<file path="src/rtl/trap_sequencer_pkg.sv">
// Shared constants and types for the trap sequencer: CSR addresses, cause codes,
// mstatus bit positions, write-mode encodings and the sequencer state set.
package trap_sequencer_pkg;

  localparam logic [11:0] CSR_MSTATUS = 12'h300;
  localparam logic [11:0] CSR_MTVEC   = 12'h305;
  localparam logic [11:0] CSR_MEPC    = 12'h341;
  localparam logic [11:0] CSR_MCAUSE  = 12'h342;
  localparam logic [11:0] CSR_MTVAL   = 12'h343;

  localparam int unsigned CAUSE_ILLEGAL = 2;
  localparam int unsigned CAUSE_LFAULT  = 5;
  localparam int unsigned CAUSE_SFAULT  = 7;
  localparam int unsigned CAUSE_ECALL   = 11;

  localparam int MIE_BIT  = 3;
  localparam int MPIE_BIT = 7;
  localparam int MPP_HI   = 12;
  localparam int MPP_LO   = 11;

  typedef enum logic [1:0] {
    WSC_NONE  = 2'b00,
    WSC_WRITE = 2'b01,
    WSC_SET   = 2'b10,
    WSC_CLEAR = 2'b11
  } wsc_e;

  typedef enum logic [2:0] {
    IDLE,
    W_MEPC,
    W_MCAUSE,
    W_MTVAL,
    W_MSTATUS,
    W_MRET
  } state_e;

  typedef enum logic {
    EPC_CUR,
    EPC_NEXT
  } epc_sel_e;

endpackage

</file>
<file path="src/rtl/trap_priority_enc.sv">
// Combinational event prioritiser: picks the highest-priority trap or mret in
// the MEM stage and produces the cause, mepc source and mtval to record.
module trap_priority_enc
  import trap_sequencer_pkg::*;
#(
  parameter int              XLEN      = 32,
  parameter logic [XLEN-1:0] INT_CAUSE = 32'h8000000B
) (
  input  logic            inst_valid,
  input  logic            ecall,
  input  logic            illegal_inst,
  input  logic            l_fault,
  input  logic            s_fault,
  input  logic            mret,
  input  logic            interrupt,
  input  logic            mie,
  input  logic [31:0]     inst,
  input  logic [XLEN-1:0] dmem_addr,
  output logic            take,
  output logic            is_mret,
  output logic [XLEN-1:0] cause,
  output epc_sel_e        epc_sel,
  output logic [XLEN-1:0] tval
);

  always_comb begin
    // NOTE: every output gets a default before the if-chain so no path leaves one unassigned (no latches).
    take    = 1'b0;
    is_mret = 1'b0;
    cause   = '0;
    epc_sel = EPC_CUR;
    tval    = '0;
    // An enabled interrupt pre-empts everything and is not tied to a valid instruction.
    if (interrupt && mie) begin
      take    = 1'b1;
      cause   = INT_CAUSE;
      epc_sel = EPC_NEXT;
    end else if (inst_valid) begin
      if (illegal_inst) begin
        take  = 1'b1;
        cause = XLEN'(CAUSE_ILLEGAL);
        tval  = XLEN'(inst);
      end else if (ecall) begin
        take  = 1'b1;
        cause = XLEN'(CAUSE_ECALL);
      end else if (l_fault) begin
        take  = 1'b1;
        cause = XLEN'(CAUSE_LFAULT);
        tval  = dmem_addr;
      end else if (s_fault) begin
        take  = 1'b1;
        cause = XLEN'(CAUSE_SFAULT);
        tval  = dmem_addr;
      end else if (mret) begin
        take    = 1'b1;
        is_mret = 1'b1;
      end
    end
  end

endmodule

</file>
<file path="src/rtl/trap_sequencer.sv">
// Sole driver of the CSR file write port: passes CSR-instruction writes through,
// or serialises trap entry (mepc, mcause, mtval, mstatus) and mret over one port.
module trap_sequencer
  import trap_sequencer_pkg::*;
#(
  parameter int              XLEN      = 32,
  parameter logic [XLEN-1:0] INT_CAUSE = 32'h8000000B
) (
  input  logic            clk,
  input  logic            rst,
  input  logic            inst_valid,
  input  logic            csr_rw_in,
  input  logic [1:0]      csr_wsc_in,
  input  logic [11:0]     csr_addr_in,
  input  logic [XLEN-1:0] csr_wdata_in,
  input  logic            ecall,
  input  logic            illegal_inst,
  input  logic            l_fault,
  input  logic            s_fault,
  input  logic            mret,
  input  logic            interrupt,
  input  logic [XLEN-1:0] pc_cur,
  input  logic [XLEN-1:0] pc_next,
  input  logic [31:0]     inst,
  input  logic [XLEN-1:0] dmem_addr,
  input  logic [XLEN-1:0] mstatus,
  input  logic [XLEN-1:0] csr_rdata,
  output logic [11:0]     csr_raddr,
  output logic [11:0]     csr_waddr,
  output logic [XLEN-1:0] csr_wdata,
  output logic            csr_w,
  output logic [1:0]      csr_wsc_mode,
  output logic            stall,
  output logic            flush,
  output logic            redirect,
  output logic [XLEN-1:0] redirect_pc
);

  state_e          state, state_next;
  logic            take, is_mret;
  logic [XLEN-1:0] cause_d, tval_d, epc_d;
  epc_sel_e        epc_sel;
  logic [XLEN-1:0] cause_q, epc_q, tval_q;
  logic [XLEN-1:0] trap_mstatus, mret_mstatus;

  trap_priority_enc #(.XLEN(XLEN), .INT_CAUSE(INT_CAUSE)) u_prio (
    .inst_valid   (inst_valid),
    .ecall        (ecall),
    .illegal_inst (illegal_inst),
    .l_fault      (l_fault),
    .s_fault      (s_fault),
    .mret         (mret),
    .interrupt    (interrupt),
    .mie          (mstatus[MIE_BIT]),
    .inst         (inst),
    .dmem_addr    (dmem_addr),
    .take         (take),
    .is_mret      (is_mret),
    .cause        (cause_d),
    .epc_sel      (epc_sel),
    .tval         (tval_d)
  );

  assign epc_d = (epc_sel == EPC_NEXT) ? pc_next : pc_cur;

  always_comb begin
    trap_mstatus                 = mstatus;
    trap_mstatus[MPIE_BIT]       = mstatus[MIE_BIT];
    trap_mstatus[MIE_BIT]        = 1'b0;
    trap_mstatus[MPP_HI:MPP_LO]  = 2'b11;
    mret_mstatus                 = mstatus;
    mret_mstatus[MIE_BIT]        = mstatus[MPIE_BIT];
    mret_mstatus[MPIE_BIT]       = 1'b1;
  end

  always_ff @(posedge clk or posedge rst) begin
    if (rst) begin
      state   <= IDLE;
      cause_q <= '0;
      epc_q   <= '0;
      tval_q  <= '0;
    end else begin
      // NOTE: non-blocking assignments so every register samples pre-edge values.
      state <= state_next;
      if (state == IDLE && take && !is_mret) begin
        cause_q <= cause_d;
        epc_q   <= epc_d;
        tval_q  <= tval_d;
      end
    end
  end

  always_comb begin
    state_next   = state;
    csr_raddr    = csr_addr_in;
    csr_waddr    = csr_addr_in;
    csr_wdata    = csr_wdata_in;
    csr_wsc_mode = csr_wsc_in;
    csr_w        = 1'b0;
    stall        = 1'b0;
    flush        = 1'b0;
    redirect     = 1'b0;
    redirect_pc  = '0;
    if (state != IDLE) begin
      stall        = 1'b1;
      csr_w        = 1'b1;
      csr_wsc_mode = WSC_WRITE;
    end
    unique case (state)
      IDLE: begin
        // A detected event suppresses any CSR write carried by the same instruction.
        if (take) begin
          stall      = 1'b1;
          state_next = is_mret ? W_MRET : W_MEPC;
        end else begin
          csr_w = csr_rw_in & inst_valid;
        end
      end
      W_MEPC: begin
        csr_waddr  = CSR_MEPC;
        csr_wdata  = epc_q;
        state_next = W_MCAUSE;
      end
      W_MCAUSE: begin
        csr_waddr  = CSR_MCAUSE;
        csr_wdata  = cause_q;
        state_next = W_MTVAL;
      end
      W_MTVAL: begin
        csr_waddr  = CSR_MTVAL;
        csr_wdata  = tval_q;
        state_next = W_MSTATUS;
      end
      W_MSTATUS: begin
        csr_waddr   = CSR_MSTATUS;
        csr_wdata   = trap_mstatus;
        csr_raddr   = CSR_MTVEC;
        redirect    = 1'b1;
        flush       = 1'b1;
        redirect_pc = {csr_rdata[XLEN-1:2], 2'b00};
        state_next  = IDLE;
      end
      W_MRET: begin
        csr_waddr   = CSR_MSTATUS;
        csr_wdata   = mret_mstatus;
        csr_raddr   = CSR_MEPC;
        redirect    = 1'b1;
        flush       = 1'b1;
        redirect_pc = csr_rdata;
        state_next  = IDLE;
      end
      default: state_next = IDLE;
    endcase
  end

endmodule

</file>
<file path="config.mk">
export PLATFORM = sky130hd
export DESIGN_NAME = trap_sequencer
export DESIGN_NICKNAME = d
export VERILOG_FILES = /design/src/rtl/trap_sequencer_pkg.sv /design/src/rtl/trap_priority_enc.sv /design/src/rtl/trap_sequencer.sv
export SDC_FILE = /design/constraint.sdc
export NUM_CORES = 1
export LEC_CHECK = 0
export BUFFER_PORTS_ARGS = -buffer_cell sky130_fd_sc_hd__buf_2
export CAP_MARGIN = 20
export CORE_AREA = 3 3 133 135
export DETAILED_ROUTE_END_ITERATION = 7
export DIE_AREA = 0 0 136 138
export PLACE_DENSITY_LB_ADDON = 0.3
export SLEW_MARGIN = 20
export SYNTH_ARGS = -nofsm -noshare
export SYNTH_HDL_FRONTEND = slang
export SYNTH_SLANG_ARGS = --single-unit
</file>
<file path="constraint.sdc">
create_clock -name clk -period 3.65 [get_ports clk]
set_input_delay 0.365 -clock clk [delete_from_list [all_inputs] [get_ports clk]]
set_output_delay 0.365 -clock clk [all_outputs]
set_load 0.05 [all_outputs]
</file>
==> out/qor.csv, run 1 <==
metric,value,unit
startpoint type of the worst setup path,flop,
clk_skew,0.00661,ns
drt drc,0,
period utilisation layout,80.7,%
Clock Pin Slew Worst Setup and Hold Paths,0.06,ns
PortBufs,341,
TritonCTS clock tree,yes,
Synth Net Count,824,
max_slew headroom,28.4,%
Lkg Pwr,3.70,nW
sequential area share after synthesis,36.9,%
post-DP HPWL,15.2,mm
measured slew at the worst slew-check pin,1.07,ns
wire length on met2,10.2,mm
Post-Syn Instances,576,
vias per inst,5.05,
Met1 Routed Length,7.74,mm
Post-Syn Area,0.00488,sq mm
Final Max Tran Viols,0,
"Setup violations, final",0,
"crit path setup slack, layout",0.705,ns
design area,0.00708,sq mm
die height,138,um
drt wl/cell,17.7,um
H-tree depth,3,
CTS root buffer,clkbuf_16,
post-CTS setup buffer count,0,
die width,136,um
number of global-route vias before repair,5423,
met3 routed wirelength,1.40,mm
max layer used,met4,
prevailing post-synth register cell,dfrtp_1,
Core Region,0.0166,sq mm
Sink Count,72,
GP Congestion,0.818,
GRT overflow,0,
Crit path required time,3.28,ns
area delta synth->final,45.3,%
Crit Path Max Fanout,21,
initial DRC count,263,
RSZ-0062 raised after global routing,no,
Worst setup EP type,primary output,
routed wire length,19.6,mm
TritonCTS buffer count,9,
min Tclk post-route,2.94,ns
worst hold path class,input pin to async pin,
Peak Freq,340,MHz
max-cap viol count,0,
num rows,47,
die area,0.0188,sq mm
DRT Pass-1 Iters,4,
post-route setup TNS,0,ns
first-pass GRT wire length,29.4,mm
Initial Util,29.4,%
Max IR drop VDD,0.546,mV
"flops & latches, synth",72,
final hold vios,0,
outcome,"finished, final reports clean",
# nets final,1131,
CP Class,flop to primary output,
post-CTS sizing,0,
GRT Total Usage,19.9,%
initial antenna violation count,0,
Post-synth EDFFs,0,
"FFs w/ async S/R, synth",100,%
pre-CTS WS,1.10,ns
Synth cell types,42,
Synth Area per Inst,8.47,sq um
Inserted Diodes,0,
Synth Warn #,0,
layout cells sized above 1,43.6,%
dpl cell area,0.00676,sq mm
IO Pins,342,
final core occ,42.7,%
Detail Route Antenna Nets,0,
pwr dens,1020,mW/mm^2
total number of vias,5593,
Clock Path Buffers,2,
largest net degree at the start of global routing,71,
Post-CTS Hold Fix Bufs,0,
CP Data Arrival Time,2.58,ns
worst skew pair latency,0.33,ns
cell usage after synthesis (2+ instances only):
master    count  area, sq um
nor2_1       81          304
dfrtp_1      72         1800
a21oi_1      71          355
mux2i_1      66          661
a22oi_1      57          428
nand2_1      41          154
clkbuf_1     35          131
and3_1       34          213
o221ai_1     27          236
buf_2        14         70.1
nor2b_1       8         50.1
o21ai_0       8         40.0
inv_1         7         26.3
and2_1        6         37.5
buf_1         6         22.5
or2_2         4         25.0
a21o_1        3         22.5
a221oi_1      3         26.3
mux2_2        3         33.8
nand2b_1      3         18.8
a211oi_1      2         15.0
a31oi_1       2         12.5
buf_4         2         15.0
nand3_1       2         10.0
o22ai_1       2         12.5
critical path, cell delays in order (launching register included):
cell      delay [ns]
dfrtp_2         0.63
inv_1           0.30
nor2_2          0.38
buf_4           0.39
nand2_1         0.09
o221ai_1        0.12
buf_2           0.33
layout make-up:
cell class                 count  area (sq um)
fill                        1727          9500
timing repair buffer         354          1830
multi-input combinational    439          2820
inverter                       7          27.5
clock inverter                 5          80.1
tap                          220           275
sequential                    72          1810
clock buffer                  11           243
kinds of logic after synthesis:
family / after synthesis / share of synthesized area (%)
buffers and inverters: 65 / 5.67
muxes: 70 / 14.5
AOI/OAI and AO/OA: 185 / 25.4
and+or+nand+nor: 183 / 17.3
xor gates and xnor gates: 1 / 0.180
DFF: 72 / 36.9
per-layer routing:
metal	up-vias	GRT usage (%)
li1	2739	-
met1	2608	23.4
met2	225	36.2
met3	21	3.96
met4	0	6.15
met5	-	0
layout by cell type (no fill, tap or decap), types with 2 or more instances in the layout:
cell type   netlist  routed
nor2_2            0       2
or2_2             4       4
bufinv_16         0       2
buf_12            0       2
and2_1            6       6
nor2b_1           8       8
clkinvlp_4        0       2
inv_1             7       6
nor2_1           81      79
o221ai_1         27      27
nand2b_1          3       3
nand2_1          41      40
dfrtp_1          72      70
buf_4             2      11
and3_1           34      34
o21ai_0           8       8
a22oi_1          57      57
nand3_1           2       2
a211oi_1          2       2
a21oi_1          71      71
mux2_2            3       3
o22ai_1           2       2
a221oi_1          3       3
a21o_1            3       3
mux2i_1          66      66
clkinv_2          0       2
clkbuf_16         0       9
buf_2            14     341
a31oi_1           2       2
power by group:
part	internal [W]	switching, W	leakage (nW)	total, W
registers	0.00121	0.000335	0.818	0.00154
logic	0.00135	0.00337	2.73	0.00471
clock network	0.000615	0.000330	0.152	0.000946
registers in the layout (all words and copies together) (netlist names):
signal   cells
state        3
tval_q      32
epc_q       32
cause_q      5
metrics by stage:
stage                     hold WS, ns  std cells  total power, W
after global placement          0.464       1092         0.00623
after global routing            0.142       1108         0.00767
after floorplan                 0.460        576         0.00511
final                          0.0875       1108         0.00720
after detailed placement        0.471       1092         0.00628
after CTS                       0.105       1108         0.00725
path summary, 6_finish.rpt:
path,start,end,slack [ns],depth (start not counted)
worst max-delay path,state[2],csr_wdata[16],0.71,6
worst min-delay path,rst,tval_q[8],0.09,2
worst max register to register,state[1],tval_q[17],1.13,5
worst min register to register,cause_q[2],cause_q[2],0.49,1
max in group asynchronous,rst,epc_q[26],2.63,3
min in group clk,mret,state[2],0.32,3
Power figures use the tool's default switching activity.
==> inputs of run 2 (changes only) <==
--- a/config.mk
+++ b/config.mk
@@ -7,9 +7,9 @@
 export LEC_CHECK = 0
 export BUFFER_PORTS_ARGS = -buffer_cell sky130_fd_sc_hd__buf_2
 export CAP_MARGIN = 20
-export CORE_AREA = 3 3 133 135
+export CORE_AREA = 3 3 132 134
 export DETAILED_ROUTE_END_ITERATION = 7
-export DIE_AREA = 0 0 136 138
+export DIE_AREA = 0 0 135 137
 export PLACE_DENSITY_LB_ADDON = 0.3
 export SLEW_MARGIN = 20
 export SYNTH_ARGS = -nofsm -noshare
==> constraint.sdc (replaced) <==
create_clock -name clk -period 2.5 [get_ports clk]
set_input_delay 0.25 -clock clk [delete_from_list [all_inputs] [get_ports clk]]
set_output_delay 0.25 -clock clk [all_outputs]
set_load 0.05 [all_outputs]
==> run 2 against run 1 <==
Core utilization rose by 1.1 points. First-iteration DRC count rose by 0.76%. Combinational power up 51%. Register-to-register slack got worse by 0.71 ns. Highest routed layer unchanged. Sequential power is 38% higher. Final cell count increased by 0.54%. Sequential share of layout area decreased by 0.39 points.
==> out/qor.csv, run 2 (synthesis results as in run 1) <==
metric,value,unit
worst hold path depth,3,
clk_skew,0.00624,ns
Detail Route Antenna Nets,0,
H-tree depth,3,
origin of the critical flop-to-flop path,state[1],
PortBufs,341,
die area,0.0185,sq mm
design area,0.00719,sq mm
Max IR drop VDD,0.700,mV
measured slew at the worst slew-check pin,0.716,ns
Peak Freq,425,MHz
post-route setup TNS,0,ns
Inserted Diodes,0,
final hold vios,0,
die width,135,um
r2r worst-path depth,5,
IO Pins,342,
drt drc,0,
DRT Pass-1 Iters,5,
r2r setup slk,0.42,ns
period utilisation layout,94.1,%
Clock Pin Slew Worst Setup and Hold Paths,0.06,ns
worst r2r dst,tval_q[13],
Sink Count,72,
most frequent cells in the layout,"buf_2, nor2_1, a21oi_1, dfrtp_1, mux2i_1",
layout cells sized above 1,44.4,%
RSZ-0062 raised after global routing,no,
min Tclk post-route,2.35,ns
GR Util met3,4.45,%
outcome,"finished, final reports clean",
max_slew headroom,52.3,%
vias per inst,5.01,
Initial Util,29.7,%
CP Class,flop to primary output,
GP Congestion,0.808,
beginning of the worst hold path,mret,
GRT Total Usage,19.8,%
drt wl/cell,17.3,um
met1 Use GR,22.8,%
worst skew pair latency,0.33,ns
Clock Path Buffers,2,
CP Data Arrival Time,2.10,ns
first-pass GRT wire length,28.5,mm
routed wire length,19.3,mm
max-cap viol count,0,
"Setup violations, final",0,
number of global-route vias before repair,5238,
Largest regs,"epc_q (32), tval_q (32), cause_q (5)",
startpoint type of the worst setup path,flop,
Final Max Tran Viols,0,
TritonCTS buffer count,9,
GR Layer Usage met2,37.0,%
worst hold path class,input pin to flop,
total number of vias,5585,
die height,137,um
TritonCTS clock tree,yes,
Worst setup EP type,primary output,
num rows,47,
# nets final,1137,
CTS root buffer,clkbuf_16,
"most common cell after layout, fill and taps aside",buf_2,
initial DRC count,265,
GRT Max-Usage Layer,met2,
Core Region,0.0164,sq mm
Crit path required time,2.25,ns
GRT overflow,0,
area delta synth->final,47.5,%
largest net degree at the start of global routing,73,
post-DP HPWL,15.0,mm
pwr dens,1480,mW/mm^2
post-CTS setup buffer count,0,
Crit Path Max Fanout,33,
dpl cell area,0.00685,sq mm
Hold Path End,state[2],
Lkg Pwr,3.74,nW
initial antenna violation count,0,
run 2: routing by layer:
layer / part of all wire (%) / vias up
li1: - / 2755
met1: 39 / 2581
met2: 52 / 228
met3: 7.4 / 21
met4: 1.7 / 0
met5: 0 / -
run 2: worst max path at each step:
stage                   from  slack [ns]        endpoint
global route        state[1]       0.004    csr_waddr[0]
detailed placement  state[1]        0.44    csr_waddr[8]
global placement    state[1]        0.48       epc_q[23]
finish              state[1]        0.15    csr_waddr[0]
CTS                 state[1]        0.06  redirect_pc[1]
floorplan           state[2]        0.07    csr_wdata[0]
run 2: stage by stage:
step                      cells  util [%]  hold WS (ns)  power (W)  setup WS (ns)
after global routing       1114      43.8         0.226     0.0113        0.00431
after detailed placement   1097      41.8         0.356    0.00929          0.437
final                      1114      43.8         0.211     0.0106          0.148
after floorplan             576         -         0.392    0.00748         0.0741
after CTS                  1114      43.8         0.198     0.0107         0.0617
after global placement     1097      41.8         0.348    0.00922          0.479
run 2: where the power goes:
group	switching (W)	internal [W]
Combinational	0.00505	0.00207
Sequential	0.000364	0.00176
Clock	0.000504	0.000873
run 2: timing repair:
action / in CTS / in global routing
resized for setup: 0 / 3
hold buffers: 1 / 0
endpoints found under the hold margin: 13 / 0
setup endpoints to repair: 0 / 5
run 2: cell type report:
class                           count  area [sq um]
Fill cell                        1697          9210
Multi-Input combinational cell    439          2850
Tap cell                          220           275
Clock inverter                      7          96.3
Clock buffer                        9           225
Inverter                            7          27.5
Sequential cell                    72          1810
Timing Repair Buffer              360          1920
run 2: worst max-delay path, cell delays in order (launching register included):
cell,delay (ns)
dfrtp_4,0.57
inv_1,0.27
buf_4,0.32
a21oi_1,0.10
o21ai_0,0.19
buf_2,0.31
